===== config.mk =====
export PLATFORM = sky130hd
export DESIGN_NAME = uart_text_buffer_flat
export DESIGN_NICKNAME = d
export VERILOG_FILES = /design/src/rtl/uart_text_buffer_if.sv /design/src/rtl/uart_text_buffer.sv /design/src/flat_wrapper.sv
export SDC_FILE = /design/constraint.sdc
export NUM_CORES = 1
export LEC_CHECK = 0
export ABC_AREA = 0
export CAP_MARGIN = 20
export CORE_MARGIN = 5
export CORE_UTILIZATION = 43
export DETAILED_ROUTE_END_ITERATION = 16
export HOLD_SLACK_MARGIN = 0.08
export PLACE_DENSITY = 0.77
export SKIP_CTS_REPAIR_TIMING = 1
export SYNTH_ARGS = -nofsm -noshare
export SYNTH_HDL_FRONTEND = slang
export SYNTH_SLANG_ARGS = --single-unit

===== constraint.sdc =====
create_clock -name clk -period 3.7 [get_ports clk]
set_input_delay 0.37 -clock clk [delete_from_list [all_inputs] [get_ports clk]]
set_output_delay 0.37 -clock clk [all_outputs]
set_load 0.01 [all_outputs]

===== src/rtl/uart_text_buffer_if.sv =====
// rtl/uart_text_buffer_if.sv - receive-byte input and character-RAM write port bundle
interface uart_text_buffer_if #(
  parameter int COLS = 16,
  parameter int ROWS = 2
);
  localparam int AW = $clog2(COLS * ROWS);
  localparam int CW = (COLS > 1) ? $clog2(COLS) : 1;
  localparam int RW = (ROWS > 1) ? $clog2(ROWS) : 1;

  logic          rx_vld;
  logic [7:0]    rx_d;
  logic          rx_break;
  logic          wr_en;
  logic [AW-1:0] wr_addr;
  logic [7:0]    wr_d;
  logic [RW-1:0] cursor_row;
  logic [CW-1:0] cursor_col;
  logic          busy;
  logic          drop;

  modport master (
    output rx_vld, rx_d, rx_break,
    input  wr_en, wr_addr, wr_d, cursor_row, cursor_col, busy, drop
  );

  modport slave (
    input  rx_vld, rx_d, rx_break,
    output wr_en, wr_addr, wr_d, cursor_row, cursor_col, busy, drop
  );
endinterface


===== src/rtl/uart_text_buffer.sv =====
// rtl/uart_text_buffer.sv - UART byte stream to LCD character-RAM writes with cursor
module uart_text_buffer #(
  parameter int COLS = 16,
  parameter int ROWS = 2
) (
  input  logic               clk,
  input  logic               rst_n,
  uart_text_buffer_if.slave  bus
);
  localparam int AW = $clog2(COLS * ROWS);
  localparam int CW = (COLS > 1) ? $clog2(COLS) : 1;
  localparam int RW = (ROWS > 1) ? $clog2(ROWS) : 1;

  typedef enum logic {IDLE, CLEAR} state_t;

  state_t        state, state_n;
  logic [AW-1:0] clr_cnt, clr_cnt_n;
  logic [RW-1:0] row, row_n;
  logic [CW-1:0] col, col_n;
  logic          wr_en_n, drop_n;
  logic [AW-1:0] wr_addr_n;
  logic [7:0]    wr_d_n;

  // Full-width row*COLS+col, truncated to the RAM address width.
  function automatic logic [AW-1:0] addr_of(input logic [RW-1:0] r, input logic [CW-1:0] c);
    logic [31:0] a;
    a = 32'(r) * 32'(COLS) + 32'(c);
    return a[AW-1:0];
  endfunction

  function automatic logic [RW-1:0] row_inc(input logic [RW-1:0] r);
    return (r == RW'(ROWS - 1)) ? '0 : r + 1'b1;
  endfunction

  always_ff @(posedge clk) begin
    if (!rst_n) begin
      state       <= CLEAR;
      clr_cnt     <= '0;
      row         <= '0;
      col         <= '0;
      bus.wr_en   <= 1'b0;
      bus.wr_addr <= '0;
      bus.wr_d    <= 8'h20;
      bus.drop    <= 1'b0;
    end else begin
      state       <= state_n;
      clr_cnt     <= clr_cnt_n;
      row         <= row_n;
      col         <= col_n;
      bus.wr_en   <= wr_en_n;
      bus.wr_addr <= wr_addr_n;
      bus.wr_d    <= wr_d_n;
      bus.drop    <= drop_n;
    end
  end

  always_comb begin
    state_n   = state;
    clr_cnt_n = clr_cnt;
    row_n     = row;
    col_n     = col;
    wr_en_n   = 1'b0;
    wr_addr_n = bus.wr_addr;
    wr_d_n    = bus.wr_d;
    drop_n    = 1'b0;
    unique case (state)
      CLEAR: begin
        wr_en_n   = 1'b1;
        wr_addr_n = clr_cnt;
        wr_d_n    = 8'h20;
        row_n     = '0;
        col_n     = '0;
        drop_n    = bus.rx_vld;
        if (clr_cnt == AW'(COLS * ROWS - 1)) begin
          state_n   = IDLE;
          clr_cnt_n = '0;
        end else begin
          clr_cnt_n = clr_cnt + 1'b1;
        end
      end
      IDLE: begin
        if (bus.rx_vld) begin
          if (bus.rx_break || bus.rx_d == 8'h0C) begin
            state_n = CLEAR;
            row_n   = '0;
            col_n   = '0;
          end else if (bus.rx_d >= 8'h20 && bus.rx_d <= 8'h7E) begin
            wr_en_n   = 1'b1;
            wr_addr_n = addr_of(row, col);
            wr_d_n    = bus.rx_d;
            if (col == CW'(COLS - 1)) begin
              col_n = '0;
              row_n = row_inc(row);
            end else begin
              col_n = col + 1'b1;
            end
          end else if (bus.rx_d == 8'h0D) begin
            col_n = '0;
          end else if (bus.rx_d == 8'h0A) begin
            row_n = row_inc(row);
          end else if (bus.rx_d == 8'h08 && col != '0) begin
            // Backspace blanks the cell it steps back onto.
            col_n     = col - 1'b1;
            wr_en_n   = 1'b1;
            wr_addr_n = addr_of(row, col - 1'b1);
            wr_d_n    = 8'h20;
          end
        end
      end
      default: state_n = CLEAR;
    endcase
  end

  assign bus.cursor_row = row;
  assign bus.cursor_col = col;
  assign bus.busy       = (state == CLEAR);
endmodule


===== src/flat_wrapper.sv =====
// flat-port wrapper written by rule: the top's interface ports become plain ports
module uart_text_buffer_flat 
#(
  parameter int COLS = 16,
  parameter int ROWS = 2
)
  (clk, rst_n, bus_rx_vld, bus_rx_d, bus_rx_break, bus_wr_en, bus_wr_addr, bus_wr_d, bus_cursor_row, bus_cursor_col, bus_busy, bus_drop);
  uart_text_buffer_if #(.COLS(COLS), .ROWS(ROWS)) bus_i ();
  input  logic clk;
  input  logic rst_n;
  input wire logic [$bits(bus_i.rx_vld)-1:0] bus_rx_vld;
  input wire logic [$bits(bus_i.rx_d)-1:0] bus_rx_d;
  input wire logic [$bits(bus_i.rx_break)-1:0] bus_rx_break;
  output wire logic [$bits(bus_i.wr_en)-1:0] bus_wr_en;
  output wire logic [$bits(bus_i.wr_addr)-1:0] bus_wr_addr;
  output wire logic [$bits(bus_i.wr_d)-1:0] bus_wr_d;
  output wire logic [$bits(bus_i.cursor_row)-1:0] bus_cursor_row;
  output wire logic [$bits(bus_i.cursor_col)-1:0] bus_cursor_col;
  output wire logic [$bits(bus_i.busy)-1:0] bus_busy;
  output wire logic [$bits(bus_i.drop)-1:0] bus_drop;
  assign bus_i.rx_vld = bus_rx_vld;
  assign bus_i.rx_d = bus_rx_d;
  assign bus_i.rx_break = bus_rx_break;
  assign bus_wr_en = bus_i.wr_en;
  assign bus_wr_addr = bus_i.wr_addr;
  assign bus_wr_d = bus_i.wr_d;
  assign bus_cursor_row = bus_i.cursor_row;
  assign bus_cursor_col = bus_i.cursor_col;
  assign bus_busy = bus_i.busy;
  assign bus_drop = bus_i.drop;
  uart_text_buffer #(.COLS(COLS), .ROWS(ROWS)) u_core (.clk(clk), .rst_n(rst_n), .bus(bus_i));
endmodule

======== Word-level counts from Yosys, hierarchy flattened ========
Cells that the tools add are included.
cells by class
  reduce and logical (&&, ||, !) cells .... 8
  add/subtract/negate cells ............... 6
  mux-type cells .......................... 42
  equal/unequal tests ..................... 16
  bitwise operators ....................... 1
  $lt $le $gt $ge ......................... 2
operators by type and width
  kind                                                                                  number
  8-bit 2-to-1 mux                                                                      6
  5-bit 2-to-1 mux                                                                      7
  8-bit by 4-bit == test with 1-bit output (second input constant)                      4
  4-bit 2-to-1 mux                                                                      7
  1-bit 2-to-1 mux                                                                      16
  8-bit case mux with 2 select lines                                                    1
  5-bit by 4-bit adder with 5-bit output                                                2
  5-bit case mux with 2 select lines                                                    1
  8-bit by 6-bit greater-or-equal comparator with 1-bit output (second input constant)  1
  8-bit by 7-bit <= comparator with 1-bit output (second input constant)                1
  4-bit case mux with 2 select lines                                                    1
  3-bit by 2-bit != test with 1-bit output (second input constant)                      2
  1-bit case mux with 2 select lines                                                    3
  5-bit by 1-bit adder with 5-bit output (second input constant)                        1
  5-bit == test (second input constant)                                                 1
  5-bit by 1-bit != test with 1-bit output (second input constant)                      1
  5-bit by 2-bit != test with 1-bit output (second input constant)                      1
  5-bit AND reduction                                                                   1
  4-bit by 1-bit adder with 4-bit output (second input constant)                        1
  4-bit == test (second input constant)                                                 1
  2-bit != test (second input constant)                                                 2
  4-bit by 1-bit != test with 1-bit output (second input constant)                      1
  4-bit by 2-bit != test with 1-bit output (second input constant)                      1
  4-bit by 3-bit != test with 1-bit output (second input constant)                      1
  other kinds (10)                                                                      11
word-level totals
  bits of input ports ..................... 12
  register bits ........................... 26
  word-level logic and storage cells ...... 83
  output and inout port bits .............. 21

======== Logic depth before layout (Yosys ltp) ========
  depth after elaboration ................. 9
  mapped depth ............................ 8
  depth with buffers taken out ............ 7

======== Least setup slack after synthesis ========
Ideal clock, no wire load.
  path kind ............................... register -> register
  start ................................... reg u_core.col[0] (netlist: u_core.bus.cursor_col[0])
  end ..................................... reg u_core.bus.wr_addr[0]
  data required time ...................... 3,583 ps
  period minus slack after synthesis ...... 2,032 ps
  cell stages (with the launch flop) ...... 8
  slack ................................... 1,668 ps
  data arrival time ....................... 1,915 ps
  path buffers ............................ 0
  setup time .............................. 117 ps
  cells stage by stage .................... dfxtp_1 > inv_1 > ha_1 > nor3b_1 > or4_4 > o22ai_1 > a21oi_1 > a32o_1
on the way
  longest elaborated chain between the ends .. 9
  elaborated cells on any way between the ends .. 14
  those cells by class .................... add/sub: 3; eq/ne: 1; mux: 7; reduce/logical: 3
ends and longest elaborated chain
  element                                      line                       text
  start: declaration                           uart_text_buffer.sv:19     logic [CW-1:0] col, col_n;
  start signal: assignment                     uart_text_buffer.sv:49     col <= col_n;
  4-bit by 1-bit subtractor with 4-bit output  uart_text_buffer.sv:105    wr_addr_n = addr_of(row, col - 1'b1);
  5-bit by 4-bit adder with 5-bit output       uart_text_buffer.sv:27     a = 32'(r) * 32'(COLS) + 32'(c);
  5-bit 2-to-1 mux                             uart_text_buffer.sv:101    end else if (bus.rx_d == 8'h08 && col != '0) begin
  5-bit 2-to-1 mux                             uart_text_buffer.sv:99     end else if (bus.rx_d == 8'h0A) begin
  5-bit 2-to-1 mux                             uart_text_buffer.sv:97     end else if (bus.rx_d == 8'h0D) begin
  5-bit 2-to-1 mux                             uart_text_buffer.sv:87     end else if (bus.rx_d >= 8'h20 && bus.rx_d <= 8'h7E) begin
  5-bit 2-to-1 mux                             uart_text_buffer.sv:83     if (bus.rx_break || bus.rx_d == 8'h0C) begin
  5-bit 2-to-1 mux                             uart_text_buffer.sv:82     if (bus.rx_vld) begin
  5-bit case mux with 2 select lines           uart_text_buffer.sv:66     unique case (state)
  end signal: assignment                       uart_text_buffer.sv:51     bus.wr_addr <= wr_addr_n;
  end: declaration                             uart_text_buffer_if.sv:28  output wr_en, wr_addr, wr_d, cursor_row, cursor_col, busy, drop
Several ways; a longest one is shown, not always the timed one. The select of a mux whose other input is x is not followed.
A chain may end at the register's enable or synchronous reset.

======== Final worst setup path ========
  start ................................... in bus_rx_d[5]
  end ..................................... reg u_core.bus.wr_addr[3]
on the way
  longest elaborated chain between the ends .. 6
  elaborated cells on any way between the ends .. 18
  those cells by class .................... order compare: 2; eq/ne: 8; mux: 4; reduce/logical: 4
ends and longest elaborated chain
  element                                                                                                                         line                    text
  start: declaration                                                                                                              flat_wrapper.sv:12      input wire logic [$bits(bus_i.rx_d)-1:0] bus_rx_d;
  8-bit by 6-bit greater-or-equal comparator with 1-bit output or 8-bit by 7-bit <= comparator with 1-bit output (tied branches)  uart_text_buffer.sv:87
  1-bit logical AND                                                                                                               uart_text_buffer.sv:87
  5-bit 2-to-1 mux                                                                                                                uart_text_buffer.sv:87
  5-bit 2-to-1 mux                                                                                                                uart_text_buffer.sv:83
  5-bit 2-to-1 mux                                                                                                                uart_text_buffer.sv:82
  5-bit case mux with 2 select lines                                                                                              uart_text_buffer.sv:66
Several ways; a longest one is shown, not always the timed one. The select of a mux whose other input is x is not followed.

==> out/metrics.csv <==
stage,metric,value,unit
yosys,ys_ff_latch,26,
layout,layout_commonest_cell,clkdlybuf4s50_1,
layout,layout.cells.most_common_list,"clkdlybuf4s50_1, dfxtp_1, nand2_1, o21ai_0, a21oi_1",
placement,place.gp.congestion,0.882,
floorplanning,core,3340,sq um
routing,wirelength,3790,um
yosys,synthArstFlopShare,0,%
routing,met3_length,188,um
global_routing,grt_use_total,17.5,%
clock_tree,numClockSinks,26,
power,power_density,267,nW/um^2
clock_tree,cts.clk_slew.worst_paths,120,ps
setup_path,required,3920,ps
power,peakVddDrop,0.000143,V
sta,worst_slew_pin_slew,555,ps
setup_path,startpoint_type,primary input,
yosys,synth_edf_count,0,
placement,place.detailed.hpwl,2840,um
yosys,yosysUniqueCellTypes,54,
yosys,syn_avg_cell_area,8.52,sq um
setup_path,crit_family,simple AND/OR/NAND/NOR gates,
hold_path,hp-class,reg -> reg,
layout,insertedDiodeCount,0,
yosys,ys_seq_area_share,34.9,%
sta,final_max_slew_viol_count,0,
global_routing,first_global_vias,1366,
sta,min_period,2470,ps
layout,fin_nets,223,
floorplanning,die_x,68.9,um
global_routing,grt_antenna_before_repair,0,
sta,max_freq,405,MHz
layout,syn_to_final_growth,25.6,%
clock_tree,insertion_delay,320,ps
routing,dr.pass1.iters,4,
routing,dr_wl_met2,1720,um
clock_tree,h-tree-depth,1,
sta,hold_viol,0,
setup_path,path_buf_inv,1,
status,status,"complete, no violations",
sta,relSlewSlack,62.6,%
power,leakage,0.000659,uW
routing,wl_per_cell,15.0,um
floorplanning,rows,21,
floorplanning,die_y,68.9,um
routing,drt_iter0_drc,197,
placement,io_buffers,32,
routing,viasPerCell,5.83,
clock_tree,clockBufferDepth,2,
layout,regArea,520,sq um
layout,drive_gt1_share,9.71,%
flow_run,drv_cap,0,
layout,nFillCells,332,
sta,clock_skew,9.86,ps
floorplanning,ios,33,
yosys,ys_warn_count,0,
yosys,syn_nets,191,
floorplanning,die-area,4750,sq um
setup_path,crit_chain,"clkdlybuf4s50_1, or4b_2, nor4_4, o21ai_2, a221oi_1, nor2_1",
setup_path,worstPathArrival,2690,ps
setup_path,worstSetupEndpointType,flop,
routing,dr_total_vias,1469,
setup_path,critPathMaxFanout,12,
routing,remaining_drc_errors,0,
layout,multiInputGateArea,905,sq um
clock_tree,numCtsBuffers,3,
yosys,syn_area,1490,sq um
clock_tree,clockRootBuffer,clkbuf_4,
power,power.total,501,uW
routing,top_layer,met4,
setup_path,path_class,in -> reg,
sta,period_share,66.7,%
clock_tree,cts_tree,yes,
setup_path,max_stage_delay,760,ps
global_routing,grt_max_degree,16,
sta,tns,0,ps
yosys,syn_inst,175,
global_routing,grt_pass1_wl,6380,um
sta,setup_viol,0,
global_routing,grt_overflow,0,
floorplanning,initial_utilization,44.7,%
sta,rsz0062_at_grt,no,
routing,ant_nets,0,
setup_path,crit_slowest_cell,or4b_2,
yosys,ys.flop_type,dfxtp_1,
routing,wl_met1,1820,um
[through the flow]
stage / util, % / worst slack, ps / hold slack, ps / instance area [sq um] / std cells
finish: 56.1 / 1230 / 461 / 1870 / 252
CTS: 56.1 / 1260 / 465 / 1870 / 252
detailed placement: 55.0 / 905 / 447 / 1840 / 248
global placement: 55.0 / 964 / 441 / 1840 / 248
floorplan: - / 1670 / 474 / 1490 / 175
global route: 56.1 / 1100 / 480 / 1870 / 252
[routing by layer]
layer | GRT usage, % | vias to the layer above
met4 | 3.16 | 0
met3 | 3.57 | 4
met2 | 28.5 | 44
met1 | 24.2 | 688
met5 | 0 | -
li1 | - | 733
[Yosys cell counts, drive strengths merged (2+ instances only)]
master   n  area, sq um
or3      3         21.3
nor4b    2         17.5
dfxtp   26          521
a21o     2         16.3
a31oi    4         25.0
ha       4         50.1
nor2b    4         25.0
inv      5         18.8
a211oi   2         15.0
mux2i    4         40.0
a211o    2         18.8
nand3    8         40.0
a21oi   16         95.1
nor3     2         10.0
a22o     2         17.5
nand2   17         63.8
o22ai    5         31.3
a21boi   3         22.5
buf      3         22.5
o32ai    2         17.5
nor2     8         30.0
nand2b   3         18.8
or4b     3         33.8
nor3b    2         15.0
and3     6         38.8
o21ai   16         83.8
nand4b   2         17.5
clkbuf   4         25.0
[worst paths after layout]
path                                          startpoint                       end  slack, ps  cells after the start
worst min register to register        u_core.bus.wr_d[1]        u_core.bus.wr_d[1]        460                      2
worst min-delay path                  u_core.bus.wr_d[1]        u_core.bus.wr_d[1]        460                      2
worst max register to register  u_core.bus.cursor_col[0]  u_core.bus.cursor_col[3]       1480                      7
worst max-delay path                         bus_rx_d[5]     u_core.bus.wr_addr[3]       1230                      6
[area by class of cell]
| class | count | share of cell area, % |
|---|---|---|
| multi-input combinational | 137 | 48.3 |
| sequential | 26 | 27.8 |
| timing repair buffer | 34 | 17.9 |
| tap | 46 | 3.07 |
| clock buffer | 4 | 1.94 |
| inverter | 5 | 1.00 |
[worst min-delay path, stage by stage, from the launching register on]
cell and delay, ps:
dfxtp_1 330, nand2_1 50, a21oi_1 50
[report_power, final]
part           internal (uW)  switching, uW
Clock                   60.2           79.8
Sequential               286           5.34
Combinational           32.8           36.9
Total                    378            122
[cells by family (layout without fill, tap and decap cells)]
| family | after synthesis | in the layout | share of synthesized area [%] |
|---|---|---|---|
| and+or+nand+nor | 66 | 66 | 26.4 |
| AOI/OAI and AO/OA | 62 | 62 | 27.6 |
| muxes | 4 | 4 | 2.68 |
| DFF | 26 | 26 | 34.9 |
| xor gates and xnor gates | 1 | 1 | 0.587 |
| adders and majority gates | 4 | 4 | 3.36 |
| buffers and inverters | 12 | 43 | 4.45 |
[registers in the layout, indices dropped and copies added (netlist names)]
name / count
u_core.bus.busy: 1
u_core.bus.cursor_col: 4
u_core.bus.cursor_row: 1
u_core.bus.drop: 1
u_core.bus.wr_addr: 5
u_core.bus.wr_d: 8
u_core.bus.wr_en: 1
u_core.clr_cnt: 5
No activity file was read; power rests on OpenSTA's default activity.
